$ cat src/rtl/ext_led_pkg.sv
// Shared constants and helpers for the external LED PWM GPIO block:
// register offsets, prescaler width and the byte-lane merge used by every register.
package ext_led_pkg;

    localparam logic [7:0] OFF_DATA     = 8'h00;
    localparam logic [7:0] OFF_MODE     = 8'h04;
    localparam logic [7:0] OFF_PRESCALE = 8'h08;
    localparam logic [7:0] OFF_DUTY0    = 8'h10;

    localparam int unsigned PRESC_W = 16;

    typedef logic [PRESC_W-1:0] presc_t;

    // Replace the bytes of old_val selected by be with the matching bytes of new_val.
    function automatic logic [31:0] byte_merge(input logic [31:0] old_val,
                                               input logic [31:0] new_val,
                                               input logic [3:0]  be);
        logic [31:0] result;
        result = old_val;
        for (int unsigned b = 0; b < 4; b++) begin
            if (be[b]) begin
                result[8*b +: 8] = new_val[8*b +: 8];
            end
        end
        return result;
    endfunction

    function automatic logic [7:0] duty_off(input int unsigned idx);
        return OFF_DUTY0 + 8'(idx << 2);
    endfunction

endpackage

$ cat src/rtl/led_pwm_timebase.sv
// Shared PWM timebase: a prescaler producing tick and a free-running PWM counter
// that advances once per tick.
module led_pwm_timebase
    import ext_led_pkg::*;
#(
    parameter int unsigned PWM_BITS = 8
) (
    input  logic                clk,
    input  logic                rst,
    input  presc_t              prescale,
    output logic                tick,
    output logic [PWM_BITS-1:0] pwm_cnt
);

    presc_t              presc_cnt_q, presc_cnt_d;
    logic [PWM_BITS-1:0] pwm_cnt_q, pwm_cnt_d;

    // >= rather than == so that lowering PRESCALE below the running count ticks at once.
    assign tick = (presc_cnt_q >= prescale);

    always_comb begin
        presc_cnt_d = tick ? '0 : presc_cnt_q + presc_t'(1);
        pwm_cnt_d   = tick ? pwm_cnt_q + PWM_BITS'(1) : pwm_cnt_q;
    end

    always_ff @(posedge clk) begin
        if (rst) begin
            presc_cnt_q <= '0;
            pwm_cnt_q   <= '0;
        end else begin
            presc_cnt_q <= presc_cnt_d;
            pwm_cnt_q   <= pwm_cnt_d;
        end
    end

    assign pwm_cnt = pwm_cnt_q;

endmodule

$ cat src/rtl/ext_led_pwm_gpio.sv
// Memory-mapped LED controller: per-channel static or PWM drive on a byte-lane bus.
// Define EXT_LED_ACTIVE_LOW_EN for inverted (active-low) LED drive.
module ext_led_pwm_gpio
    import ext_led_pkg::*;
#(
    parameter int unsigned NUM_LEDS  = 5,
    parameter int unsigned PWM_BITS  = 8,
    parameter logic [31:0] BASE_ADDR = 32'h8000_0000
) (
    input  logic                clk,
    input  logic                rst,
    input  logic [31:0]         addr,
    input  logic [31:0]         data_in,
    input  logic                rd_strobe,
    input  logic [3:0]          wr_strobe,
    output logic [31:0]         data_out,
    output logic [NUM_LEDS-1:0] leds
);

    logic       sel;
    logic [7:0] off;

    logic [NUM_LEDS-1:0] data_q, data_d;
    logic [NUM_LEDS-1:0] mode_q, mode_d;
    presc_t              prescale_q, prescale_d;
    logic [PWM_BITS-1:0] duty_q [NUM_LEDS];
    logic [PWM_BITS-1:0] duty_d [NUM_LEDS];
    logic [31:0]         rdata;
    logic [31:0]         data_out_q, data_out_d;
    logic [NUM_LEDS-1:0] on;
    logic [NUM_LEDS-1:0] leds_q, leds_d;

    logic                tick;
    logic [PWM_BITS-1:0] pwm_cnt;

    assign sel = (addr[31:8] == BASE_ADDR[31:8]);
    assign off = addr[7:0];

    led_pwm_timebase #(
        .PWM_BITS (PWM_BITS)
    ) u_timebase (
        .clk      (clk),
        .rst      (rst),
        .prescale (prescale_q),
        .tick     (tick),
        .pwm_cnt  (pwm_cnt)
    );

    // An all-zero wr_strobe merges nothing, so no separate write-enable is needed.
    always_comb begin
        data_d     = data_q;
        mode_d     = mode_q;
        prescale_d = prescale_q;
        if (sel && off == OFF_DATA) begin
            data_d = NUM_LEDS'(byte_merge(32'(data_q), data_in, wr_strobe));
        end
        if (sel && off == OFF_MODE) begin
            mode_d = NUM_LEDS'(byte_merge(32'(mode_q), data_in, wr_strobe));
        end
        if (sel && off == OFF_PRESCALE) begin
            prescale_d = presc_t'(byte_merge(32'(prescale_q), data_in, wr_strobe));
        end
        for (int unsigned i = 0; i < NUM_LEDS; i++) begin
            duty_d[i] = duty_q[i];
            if (sel && off == duty_off(i)) begin
                duty_d[i] = PWM_BITS'(byte_merge(32'(duty_q[i]), data_in, wr_strobe));
            end
        end
    end

    always_comb begin
        rdata = '0;
        if (off == OFF_DATA) begin
            rdata = 32'(data_q);
        end else if (off == OFF_MODE) begin
            rdata = 32'(mode_q);
        end else if (off == OFF_PRESCALE) begin
            rdata = 32'(prescale_q);
        end
        for (int unsigned i = 0; i < NUM_LEDS; i++) begin
            if (off == duty_off(i)) begin
                rdata = 32'(duty_q[i]);
            end
        end
        // Read samples the pre-write register value, so a same-cycle write is not lost.
        data_out_d = (rd_strobe && sel) ? rdata : data_out_q;
    end

    always_comb begin
        for (int unsigned i = 0; i < NUM_LEDS; i++) begin
            on[i] = data_q[i] & (mode_q[i] ? (pwm_cnt < duty_q[i]) : 1'b1);
        end
        leds_d = on;
    end

    always_ff @(posedge clk) begin
        if (rst) begin
            data_q     <= '0;
            mode_q     <= '0;
            prescale_q <= '0;
            for (int unsigned i = 0; i < NUM_LEDS; i++) begin
                duty_q[i] <= '0;
            end
            data_out_q <= '0;
            leds_q     <= '0;
        end else begin
            data_q     <= data_d;
            mode_q     <= mode_d;
            prescale_q <= prescale_d;
            for (int unsigned i = 0; i < NUM_LEDS; i++) begin
                duty_q[i] <= duty_d[i];
            end
            data_out_q <= data_out_d;
            leds_q     <= leds_d;
        end
    end

    assign data_out = data_out_q;

`ifdef EXT_LED_ACTIVE_LOW_EN
    assign leds = ~leds_q;
`else
    assign leds = leds_q;
`endif

endmodule

$ cat config.mk
export PLATFORM = sky130hd
export DESIGN_NAME = ext_led_pwm_gpio
export DESIGN_NICKNAME = d
export VERILOG_FILES = /design/src/rtl/ext_led_pkg.sv /design/src/rtl/led_pwm_timebase.sv /design/src/rtl/ext_led_pwm_gpio.sv
export SDC_FILE = /design/constraint.sdc
export NUM_CORES = 1
export LEC_CHECK = 0
export ABC_CLOCK_PERIOD_IN_PS = 1900
export BUFFER_PORTS_ARGS = -buffer_cell sky130_fd_sc_hd__buf_2
export CORE_MARGIN = 3
export CORE_UTILIZATION = 40
export CTS_CLUSTER_SIZE = 14
export DETAILED_ROUTE_END_ITERATION = 16
export GPL_TIMING_DRIVEN = 1
export PLACE_DENSITY = 0.59
export SLEW_MARGIN = 10
export SYNTH_ARGS = -nofsm -noshare
export SYNTH_HDL_FRONTEND = slang
export SYNTH_SLANG_ARGS = --single-unit
export TNS_END_PERCENT = 50
$ cat constraint.sdc
create_clock -name clk -period 1.9 [get_ports clk]
set_clock_uncertainty 0.05 [all_clocks]
set_input_delay 0.285 -clock clk [delete_from_list [all_inputs] [get_ports clk]]
set_output_delay 0.285 -clock clk [all_outputs]
set_load 0.01 [all_outputs]
==> flow_summary.yaml <==
floorplan:
  die_area_mm2: 0.0169
  num_rows: 44
  ioPinCount: 108
  core_mm2: 0.0148
  die_y_um: 130
  die_w_um: 130
  initial_utilization_pct: 41.5
power_and_ir_drop:
  p_seq_share_pct: 50.8
  clkPwrFrac_pct: 42.3
  internal_power_w: 0.00354
  p_per_area_mw_per_mm2: 588
  netSwitchingFraction_pct: 23.4
  p_comb_share_pct: 6.9
  p_switching_w: 0.00108
  ir_worst_vdd_uv: 633
  power.leakage_nw: 3.40
global_routing:
  overflow: 0
  grt_max_degree: 97
  antenna_found_initial: 1
  grt_pass1_wl_um: 27700
  grt_pass1_vias: 5309
  grt_util_all_layers_pct: 21.2
drt:
  first_iter_violations: 509
  drt-wirelength-per-cell_um: 16.7
  drt_pass1_iterations: 5
  vias_per_cell: 5.34
  routed_wl_um: 17500
  vias: 5592
  ant_nets: 0
  drc: 0
timing:
  hold_slack_ns: 0.124
  rsz0062_at_grt: "true"
  tightest_slew_ns: 0.566
  slew_viol_final: 0
  fin_crit_sh_pct: 118
  period_minus_slack_ns: 2.24
  hold_violations: 0
  timing.slew.headroom_pct: 62.2
  setup_viol: 24
  max_freq_mhz: 447
  tns_ns: -6.36
  worst_slack_ns: -0.335
place:
  gp_congestion: 1.03
  placed_cell_area_mm2: 0.00725
  dp_hpwl_um: 13200
  numPortBuffers: 73
  post-place-ws_ns: -0.348
setup_path:
  crit_type: "reg2reg"
  end_kind: "flop"
  cp_max_fo: 8
  reg2regPathDepth: 8
  start_kind: "flop"
  crit_arrival_ns: 2.44
  worstPathRequired_ns: 2.10
synth:
  synth.distinct_cells: 54
  synthFlopType: "dfxtp_1"
  synth_area_leaders: "dfxtp_1 36%, ha_1 11%, mux2i_1 9.8%"
  syn-instance-count: 730
  synth_area_mm2: 0.00615
  synth_top_area_share_pct: 36.1
  async_reset_ff_share_pct: 0
  yosysTopAreaCell: "dfxtp_1"
  yosysSeqAreaShare_pct: 36.1
  avgSynthCellArea_um2: 8.42
  yosysWarnings: 0
  ys_ff_latch: 111
  synth-edff-count: 0
clocking:
  clk_path_buf_depth: 2
  numCtsBuffers: 9
  root_buffer: "clkbuf_16"
  htreeDepth: 3
  cts.sinks: 111
  clk_pin_slew_worst_paths_ns: 0.07
  cts_tree: "built"
  ctsHoldBuffers: 0
  clk_latency_ns: 0.36
final_layout:
  final_area_mm2: 0.00787
  antennaDiodeCount: 0
  drive_gt1_share_pct: 28.6
  syn2layout_area_growth_pct: 27.9
  finish.net_count: 984
run:
  maxCapViolations: 0
min_path:
  holdPathStages: 3
  hold_class: "in2reg"
outcome:
  status: "finished with violations"
  violations: "setup timing"
## stage by stage
stage                     total power [W]  std cells  util (%)
after floorplan                   0.00259        745         -
after global placement            0.00271       1029      49.0
after detailed placement          0.00271       1029      49.0
after CTS                         0.00466       1046      51.6
after global routing              0.00478       1048      53.1
final                             0.00462       1048      53.1
## worst max-delay path, stage by stage, from the launching register on
cell and delay (ns):
dfxtp_2 0.33, inv_2 0.05, ha_4 0.27, o2111ai_4 0.13, nor4_4 0.33, o21ai_4 0.11, a31o_4 0.29, a211oi_2 0.26
mux2_4 0.31
## power groups by stage
stage / registers, W / clock network, W / logic [W]
CTS: 0.00235 / 0.00200 / 0.000314
detailed placement: 0.00240 / 0 / 0.000313
global placement: 0.00240 / 0 / 0.000306
global route: 0.00235 / 0.00208 / 0.000352
finish: 0.00235 / 0.00196 / 0.000320
floorplan: 0.00239 / 0 / 0.000192
## logic make-up (layout without fill, tap and decap cells)
logic type / after synthesis / in the layout / synth area share [%]
multiplexers: 67 / 67 / 11.0
XOR/XNOR: 14 / 14 / 1.99
other: 1 / 16 / 0.0610
AND/OR/NAND/NOR: 234 / 234 / 18.3
buffers and inverters: 112 / 231 / 8.20
flip-flops: 111 / 111 / 36.1
adder cells (fa/ha/maj): 53 / 53 / 10.8
AO/OA/AOI/OAI: 138 / 138 / 13.5
## cell usage in the layout (no fill, tap or decap), types with 7 or more instances in the layout
master	instances
buf_4	75
clkbuf_16	9
nor2_4	11
xor2_1	13
ha_1	44
nor2_1	112
a211oi_1	8
conb_1	16
nand4_1	7
nand3_1	23
inv_2	8
o21ai_0	23
nand2_1	24
inv_1	51
nor2b_1	12
mux2i_1	60
a21oi_1	60
ha_4	7
dfxtp_2	14
dfxtp_1	97
buf_2	73
## cell usage after synthesis (3+ instances only)
| master | number |
|---|---|
| a211oi_1 | 10 |
| a21oi_1 | 63 |
| a221oi_1 | 3 |
| a222oi_1 | 3 |
| a22oi_1 | 6 |
| a31oi_1 | 6 |
| and2_1 | 5 |
| buf_1 | 3 |
| buf_2 | 4 |
| buf_4 | 19 |
| clkbuf_1 | 25 |
| dfxtp_1 | 111 |
| ha_1 | 53 |
| inv_1 | 59 |
| mux2_2 | 7 |
| mux2i_1 | 60 |
| nand2_1 | 25 |
| nand2b_1 | 6 |
| nand3_1 | 24 |
| nand4_1 | 7 |
| nor2_1 | 125 |
| nor2b_1 | 12 |
| nor3_1 | 7 |
| nor4_1 | 7 |
| o21ai_0 | 25 |
| o22ai_1 | 3 |
| o31ai_1 | 5 |
| xor2_1 | 13 |
## timing repair
action	in CTS	in global routing
pin swaps	3	19
cloned	1	0
hold endpoints to repair	0	0
resized for setup	15	52
setup buffers	1	2
setup endpoints to repair	24	45
## routing by layer
layer  vias up  part of all wire, %  wire, µm  global-route usage [%]
met5         -                0.046         8                       0
met4         2                  2.1       367                    6.78
met3        28                  7.8      1360                    4.42
met2       230                   46      7980                    34.2
met1      2576                   44      7740                    28.3
li1       2756                    -         -                       -
## flip-flops by register name, indices dropped and copies added (netlist names)
name,flops
prescale_q,16
data_out,16
leds,5
duty_q,40
u_timebase.presc_cnt_q,16
data_q,5
mode_q,5
u_timebase.pwm_cnt,8
## final timing paths
check	startpoint	to	slack, ns
setup / recovery	prescale_q[6]	u_timebase.pwm_cnt[7]	-0.34
hold / removal	data_in[15]	prescale_q[15]	0.12
setup reg to reg	prescale_q[6]	u_timebase.pwm_cnt[7]	-0.34
hold reg to reg	data_out[13]	data_out[13]	0.40
## area by class of cell
type	instances	area, µm²
Timing Repair Buffer	156	1070
Tap cell	184	230
Inverter	60	225
Fill cell	1324	6940
Multi-Input combinational cell	522	3800
Clock buffer	12	256
Sequential cell	111	2240
Clock inverter	3	42.5
No activity file was read; power rests on OpenSTA's default activity.
